### src/rtl/dcache_tlb.sv
// Data cache front end: fully-associative TLB feeding a direct-mapped, write-back line cache.
// Optional byte-granular loads/stores are enabled by defining DCACHE_BYTE_ACCESS_EN.
module dcache_tlb #(
  parameter int OFFSET         = 12,
  parameter int PHYS_ADDR_SIZE = 24,
  parameter int TLB_ENTRIES    = 4,
  parameter int LINES          = 16
) (
  input  logic                             clock,
  input  logic                             reset_n,
  input  logic                             access_i,
  input  logic                             write_i,
  input  logic                             word_i,
  input  logic [31:0]                      virtual_address_i,
  input  logic [31:0]                      write_data_i,
  input  logic                             privilege_i,
  input  logic [32-OFFSET-1:0]             tlb_w_virtual_page_i,
  input  logic [PHYS_ADDR_SIZE-OFFSET-1:0] tlb_w_phys_page_i,
  input  logic                             tlb_write_enable_i,
  input  logic                             fill_valid_i,
  input  logic [127:0]                     fill_line_i,
  output logic [PHYS_ADDR_SIZE-1:0]        phys_address_o,
  output logic                             tlb_miss_o,
  output logic                             ready_o,
  output logic                             miss_o,
  output logic [31:0]                      read_data_o,
  output logic                             dirty_evict_o,
  output logic [127:0]                     evict_line_o,
  output logic [PHYS_ADDR_SIZE-1:0]        evict_addr_o
);

  localparam int VPN_W = 32 - OFFSET;
  localparam int PPN_W = PHYS_ADDR_SIZE - OFFSET;
  localparam int IDX_W = $clog2(LINES);
  localparam int TAG_W = PHYS_ADDR_SIZE - IDX_W - 4;
  localparam int PTR_W = (TLB_ENTRIES > 1) ? $clog2(TLB_ENTRIES) : 1;

`ifdef DCACHE_BYTE_ACCESS_EN
  localparam logic BYTE_EN = 1'b1;
`else
  localparam logic BYTE_EN = 1'b0;
`endif

  // ---------------------------------------------------------------- TLB
  logic [TLB_ENTRIES-1:0] tlb_valid;
  logic [VPN_W-1:0]       tlb_vpn [TLB_ENTRIES];
  logic [PPN_W-1:0]       tlb_ppn [TLB_ENTRIES];
  logic [PTR_W-1:0]       rr_ptr;

  logic             tlb_hit;
  logic [PPN_W-1:0] hit_ppn;
  logic             w_match;
  logic [PTR_W-1:0] w_slot;
  logic [PTR_W-1:0] wr_slot;

  // NOTE: every always_comb output gets a default first so no latch is inferred.
  always_comb begin
    tlb_hit = 1'b0;
    hit_ppn = '0;
    w_match = 1'b0;
    w_slot  = '0;
    for (int i = 0; i < TLB_ENTRIES; i++) begin
      if (tlb_valid[i] && tlb_vpn[i] == virtual_address_i[31:OFFSET]) begin
        tlb_hit = 1'b1;
        hit_ppn = tlb_ppn[i];
      end
      if (tlb_valid[i] && tlb_vpn[i] == tlb_w_virtual_page_i) begin
        w_match = 1'b1;
        w_slot  = PTR_W'(i);
      end
    end
  end

  // A rewrite of an already-mapped page replaces that entry in place.
  assign wr_slot = w_match ? w_slot : rr_ptr;

  // NOTE: sequential state uses non-blocking assignments so all registers update together.
  always_ff @(posedge clock or negedge reset_n) begin
    if (!reset_n) begin
      tlb_valid <= '0;
      rr_ptr    <= '0;
    end else if (tlb_write_enable_i) begin
      tlb_valid[wr_slot] <= 1'b1;
      if (!w_match)
        rr_ptr <= (rr_ptr == PTR_W'(TLB_ENTRIES - 1)) ? '0 : rr_ptr + PTR_W'(1);
    end
  end

  // NOTE: tag/data storage is deliberately not reset; the valid bits alone qualify it.
  always_ff @(posedge clock) begin
    if (tlb_write_enable_i) begin
      tlb_vpn[wr_slot] <= tlb_w_virtual_page_i;
      tlb_ppn[wr_slot] <= tlb_w_phys_page_i;
    end
  end

  always_comb begin
    phys_address_o = '0;
    if (privilege_i)
      phys_address_o = virtual_address_i[PHYS_ADDR_SIZE-1:0];
    else if (tlb_hit)
      phys_address_o = {hit_ppn, virtual_address_i[OFFSET-1:0]};
  end

  assign ready_o    = access_i & (privilege_i | tlb_hit);
  assign tlb_miss_o = access_i & ~privilege_i & ~tlb_hit;

  // -------------------------------------------------------------- cache
  logic [LINES-1:0] line_valid;
  logic [LINES-1:0] line_dirty;
  logic [TAG_W-1:0] line_tag  [LINES];
  logic [127:0]     line_data [LINES];

  logic [IDX_W-1:0] idx;
  logic [TAG_W-1:0] tag;
  logic [1:0]       word_sel;
  logic [1:0]       byte_sel;
  logic [127:0]     victim;
  logic [31:0]      cur_word;
  logic [7:0]       cur_byte;
  logic [31:0]      st_word;
  logic             hit;
  logic             byte_mode;
  logic             store_hit;
  logic             fill_en;

  assign idx      = phys_address_o[IDX_W+3:4];
  assign tag      = phys_address_o[PHYS_ADDR_SIZE-1:IDX_W+4];
  assign word_sel = phys_address_o[3:2];
  assign byte_sel = phys_address_o[1:0];

  assign victim   = line_data[idx];
  assign cur_word = victim[{word_sel, 5'b0} +: 32];
  assign cur_byte = cur_word[{byte_sel, 3'b0} +: 8];

  assign byte_mode = BYTE_EN & ~word_i;
  assign hit       = ready_o & line_valid[idx] & (line_tag[idx] == tag);
  assign miss_o    = access_i & ready_o & ~hit;
  assign store_hit = hit & write_i;
  assign fill_en   = fill_valid_i & miss_o;

  always_comb begin
    st_word = write_data_i;
    if (byte_mode) begin
      st_word = cur_word;
      st_word[{byte_sel, 3'b0} +: 8] = write_data_i[7:0];
    end
  end

  always_comb begin
    read_data_o = '0;
    if (hit && !write_i)
      read_data_o = byte_mode ? {24'b0, cur_byte} : cur_word;
  end

  assign dirty_evict_o = miss_o & line_valid[idx] & line_dirty[idx];
  assign evict_line_o  = victim;
  assign evict_addr_o  = {line_tag[idx], idx, 4'b0};

  always_ff @(posedge clock or negedge reset_n) begin
    if (!reset_n) begin
      line_valid <= '0;
      line_dirty <= '0;
    end else if (fill_en) begin
      line_valid[idx] <= 1'b1;
      line_dirty[idx] <= 1'b0;
    end else if (store_hit) begin
      line_dirty[idx] <= 1'b1;
    end
  end

  always_ff @(posedge clock) begin
    if (fill_en) begin
      line_data[idx] <= fill_line_i;
      line_tag[idx]  <= tag;
    end else if (store_hit) begin
      line_data[idx][{word_sel, 5'b0} +: 32] <= st_word;
    end
  end

endmodule

### config.mk
export PLATFORM = sky130hd
export DESIGN_NAME = dcache_tlb
export DESIGN_NICKNAME = d
export VERILOG_FILES = /design/src/rtl/dcache_tlb.sv
export SDC_FILE = /design/constraint.sdc
export NUM_CORES = 2
export LEC_CHECK = 0
export ABC_AREA = 1
export CAP_MARGIN = 30
export CORE_UTILIZATION = 40
export DETAILED_ROUTE_END_ITERATION = 10
export PLACE_DENSITY_LB_ADDON = 0.1
export SYNTH_ARGS = -nofsm -noshare
export SYNTH_HDL_FRONTEND = slang
export SYNTH_SLANG_ARGS = --single-unit
### constraint.sdc
create_clock -name clock -period 13.4 [get_ports clock]
set_input_delay 2.68 -clock clock [delete_from_list [all_inputs] [get_ports clock]]
set_output_delay 2.68 -clock clock [all_outputs]
set_load 0.005 [all_outputs]
# After elaboration in Yosys (flattened, before gate mapping)
# Memory sizes are Yosys's and may differ from the RTL's.
# Index checks and enable logic that the tools add are counted.
# totals
register_bits	38
mem_bits_rw	2432
n_memories	4
# mem_list
memory	depth	width	read_ports	rd_ports_with_merged_regs	wr	line_no	text
line_data	16	128	1	0	1	112	logic [127:0] line_data [LINES];
line_tag	16	16	1	0	1	111	logic [TAG_W-1:0] line_tag [LINES];
tlb_vpn	4	20	4	0	1	46	logic [VPN_W-1:0] tlb_vpn [TLB_ENTRIES];
tlb_ppn	4	12	4	0	1	47	logic [PPN_W-1:0] tlb_ppn [TLB_ENTRIES];
# classes
bitwise	149
n_shift	3
mux	165
n_addsub	2
reduce_logical	14
eq_ne	10
magnitude_cmp	4
# ops
op	n
== test 20 bit	8
two-way mux 1 bit	147
OR 1 bit	129
two-way mux 128 bit	1
variable shift 32 x 9 -> 128 bit, first input constant	1
variable part select 128 x 8 -> 32 bit	1
variable part select 32 x 9 -> 128 bit	1
two-way mux 12 bit	4
two-way mux 24 bit	2
two-way mux 16 bit	2
two-way mux 32 bit	1
OR 16 bit	2
bitwise AND 16 bit	1
== test 16 bit	1
NOT 16 bit	1
bitwise AND 1 bit	11
logical AND 1 bit	11
negator 7 -> 9 bit	1
binary-select mux 1 bit (select 4 bit)	2
two-way mux 2 bit	4
< comparator 4 x 5 -> 1 bit, second input constant	1
demux 1 bit (select 4 bit)	1
>= comparator 4 x 1 -> 1 bit, second input constant	1
NOT 1 bit	4
9 further kinds	9

# Depth between registers and ports, before layout
# An unclocked memory read counts as a cell.
# logic_depth
ltp_word	19
ltp_mapped	32
mapped_depth_nobuf	28

# Worst setup path after synthesis
# No wires, ideal clock.
# synth_timing
kind	input -> output
start	input virtual_address_i[13]
end	output read_data_o[10]
path_buffers	3
t_required_ns	10.720
cell_stages	25
arrival_ns	5.551
path_slack_ns	5.169
path_cell_list	inv_2 -> nand2_1 -> o21ai_0 -> nor2_1 -> nand2_1 -> nor2_1 -> nand3_1 -> inv_1 -> clkbuf_1 -> nand3_1 -> nand3_1 -> o21ai_0 -> nand2_1 -> o211ai_1 -> o21ai_0 -> nand3b_1 -> nand2_1 -> nor2_1 -> nand2_1 -> nor2_2 -> nand3_2 -> or2_1 -> buf_2 -> buf_6 -> a21oi_2
# synth_via
word_cells_on_any_way	30
classes_between	5 x eq/ne; 1 x shift; 13 x mux; 4 x bitwise; 5 x reduce/logical; 2 x memory
# synth_rtl
item	line_no	text
from (decl)	14	input logic [31:0] virtual_address_i,
== test 20 bit	63	if (tlb_valid[i] && tlb_vpn[i] == virtual_address_i[31:OFFSET]) begin
logical AND 1 bit	63	
two-way mux 12 bit / two-way mux 1 bit (equally long branches) (4 in series)	63	
two-way mux 24 bit *	101	else if (tlb_hit)
two-way mux 24 bit *	99	if (privilege_i)
net phys_address_o[23]	22	output logic [PHYS_ADDR_SIZE-1:0] phys_address_o,
== test 16 bit *	137	assign hit = ready_o & line_valid[idx] & (line_tag[idx] == tag);
bitwise AND 1 bit *	137	
logical AND 1 bit *	152	if (hit && !write_i)
two-way mux 32 bit *	152	
to (decl)	26	output logic [31:0] read_data_o,
# The timed path passes the listed nets; every way through them passes the cells marked *. The select of a mux whose other input is x is not followed.

# Final worst setup path
# layout_timing
start	input virtual_address_i[22]
end	output read_data_o[19]
# layout_via
elab_chain_cells	14
word_cells_on_any_way	30
classes_between	5 x eq/ne; 1 x shift; 13 x mux; 4 x bitwise; 5 x reduce/logical; 2 x memory
# layout_rtl
item	line_no
parallel branches: the longest is 13 deep, another holds memory (16 x 128 bit)	n/a
two-way mux 32 bit *	152
# Mark *: on every way between the ends. The select of a mux whose other input is x is not followed.

==> results.ini <==
[cts]
insertion_delay_ps=940
clock-sinks=2470
cts_resized=0
cts_setup_buffers=0
cts_hold_buf=0
cts_tree=built
cts_root_buffer=clkbuf_16
path_clk_slew_ps=60
clk_path_buf_depth=4
cts_buffers=287
htree_levels=5

[critical_path]
crit_family=buffers and inverters
worstSetupPathType=in -> out
crit_required_ps=10720
cp.buffers_inverters=7
critPathMaxStageDelay_ps=860
cp_cell_sequence=clkdlybuf4s50_1, inv_2, nand2_1, nand2_1, nand3_1, nor2_1, nand3_2, buf_4, nand2_2, nor2_4, nand2_4, o21ai_4, buf_4, buf_12, buf_4, a22o_1, a221oi_1, nor2_1, nor2_1, nand3_1, nand3_1, a21oi_2, clkdlybuf4s50_1
crit_cells=23
cp_slowest_cell=clkdlybuf4s50_1
start_kind=primary input
arrival_ps=9830
cp-end-kind=output port
crit_fanout=139
worstRegToRegCells=20

[logic_synthesis]
synth_edf_count=2432
syn_area_mm2=0.101
yosys_warnings=0
seq_area_frac_synth_pct=73.3
syn_inst=7698
synthDistinctLibCells=51
ys.flop_type=edfxtp_1
syn_area_per_cell_um2=13.1
ys_seq_elements=2470
async_flop_share_pct=1.54

[min_path]
holdCritPathClass=reg -> reg
min_path_cells=2

[floorplan]
num_rows=184
core_area_mm2=0.251
dieArea_mm2=0.254
io_pins=444
die_x_um=504
start_util_pct=40.2
die_h_um=504

[grt]
grt_antenna_before_repair=21
grt.overflow.total=0
grt_pass1_vias=66183
grtUsageTotal_pct=28.7
grt_start_max_net_pins=140
grt_pass1_wl_mm=515

[pwr]
powerDensity_mw_per_mm2=147
power.leakage_nw=41.7
irDropWorstVdd_v=0.000146

[route]
vias=68604
first_iter_violations=7782
first_pass_iters=6
wl_mm=371
via_per_inst=5.84
drc=0
wire_per_inst_um=31.6
final_antenna_net_count=0

[timing]
rsz0062_at_grt=no
finalHoldViolations=0
finalCritPeriodShare_pct=93.4
finalSetupTns_ps=0
maxSlewHeadroom_pct=21.1
post-route-min-period_ps=12510
finalClockSkew_ps=78.8
max_freq_mhz=79.9
slew_violations=0
setup_viol=0
worstMarginPinSlew_ps=1180

[finish]
mostFrequentLayoutCell=edfxtp_1
multi_input_area_mm2=0.0238
synthToLayoutAreaGrowth_pct=18.5
final_cell_mix=edfxtp_1 (2432), nand2_1 (1284), nor2_1 (899)
drive_gt1_share_pct=9.52
finalInstanceArea_mm2=0.120
fillers=22288
seq_area_mm2=0.0740
final_nets=8434

[placed_design]
portBuffers=438
place_area_mm2=0.111
dp_hpwl_mm=230
place.gp.congestion=0.919

[flow_run]
maxCapViolations=0

[status]
status=completed

[power breakdown]
part           switching, mW  leakage [nW]  internal (mW)
registers             0.0535          22.0           8.62
logic                   1.03          15.6          0.451
clock network           3.07          4.20           4.31
total                   4.16          41.7           13.4
[layer usage]
layer / GRT usage [%] / part of all wire (%) / up-vias
met5: 0 / 0.012 / -
met4: 13.5 / 5.3 / 6
met3: 5.09 / 7.7 / 616
met2: 43.6 / 45 / 3043
met1: 39.8 / 42 / 35174
li1: - / - / 29765
[flip-flops by register name, summed over array words and instances (netlist names), named ones only]
register and count:
line_data 2048, line_tag 256, tlb_vpn 80, tlb_ppn 48, line_valid 16, tlb_valid 4
rr_ptr 2
[tightest hold or removal path, cell delays in order, from the launching register on]
cell     delay (ps)
dfrtp_1         320
inv_1            50
nand2_1          50
[worst paths after layout]
check / to / slack, ps / startpoint
hold reg to reg: line_valid[4] / 450 / line_valid[4]
setup / recovery: read_data_o[19] / 890 / virtual_address_i[22]
max in group asynchronous: tlb_valid[2] / 11030 / reset_n
min in group asynchronous: tlb_valid[3] / 1890 / reset_n
setup reg to reg: line_data[10][56] / 5770 / tlb_vpn[1][11]
hold / removal: line_valid[4] / 450 / line_valid[4]
[logic make-up (layout without fill, tap and decap cells)]
group | after synthesis | count (layout) | synth area share (%)
DFF | 2470 | 2470 | 73.3
muxes | 1 | 1 | 0.0112
and+or+nand+nor | 2955 | 2955 | 12.5
adders and majority gates | 6 | 6 | 0.0744
other | 1 | 15 | 0.00372
AOI/OAI and AO/OA | 1240 | 1240 | 9.92
buffers and inverters | 994 | 1684 | 3.90
xor gates and xnor gates | 31 | 31 | 0.269
[Yosys cell counts, types with 3 or more instances]
library cell | count | area, um^2
o21ai_1 | 63 | 315
clkinv_1 | 3 | 11.3
nand3_1 | 261 | 1310
and2_1 | 20 | 125
nand3_2 | 8 | 80.1
o21ai_0 | 70 | 350
or2_2 | 9 | 56.3
o22a_1 | 46 | 403
dfrtp_1 | 38 | 951
a2111oi_0 | 11 | 96.3
nand4_4 | 3 | 63.8
o22ai_1 | 24 | 150
inv_2 | 25 | 93.8
inv_1 | 474 | 1780
buf_1 | 62 | 233
nand2_2 | 3 | 18.8
a221oi_1 | 487 | 4270
xnor2_1 | 15 | 131
buf_2 | 67 | 335
o211ai_1 | 13 | 97.6
buf_6 | 7 | 78.8
o2111ai_1 | 5 | 43.8
nor2_2 | 7 | 43.8
a21oi_1 | 73 | 365
clkbuf_1 | 339 | 1270
xor2_1 | 16 | 140
nor2_1 | 908 | 3410
nand4_1 | 301 | 1880
edfxtp_1 | 2432 | 73000
nor4_1 | 21 | 131
a21oi_2 | 30 | 263
nor3_1 | 112 | 561
nand2_1 | 1287 | 4830
ha_1 | 6 | 75.1
or4_1 | 3 | 22.5
nand3b_1 | 6 | 45.0
a22o_1 | 394 | 3450
a41oi_1 | 20 | 175
buf_4 | 17 | 128
[area by class of cell]
cell class                 count  share of cell area [%]
antenna                       11                  0.0230
clock buffer                 361                    6.35
clock inverter               123                   0.845
inverter                     502                    1.62
multi-input combinational   4237                    19.9
sequential                  2470                    61.9
tap                         3348                    3.50
timing repair buffer         698                    5.87
[stage by stage]
stage	utilization (%)	hold WS (ps)	cells	setup slack [ps]	total power, mW
2_1_floorplan	-	422	7701	5170	9.51
3_3_place_gp	43.9	433	11218	1180	10.3
3_5_place_dp	44.2	441	11250	1200	10.3
4_1_cts	47.6	454	11734	1170	17.6
5_1_grt	47.6	470	11745	762	18.0
6_report	47.6	455	11750	885	17.5
Note: power is estimated with default switching activity, not from simulation.
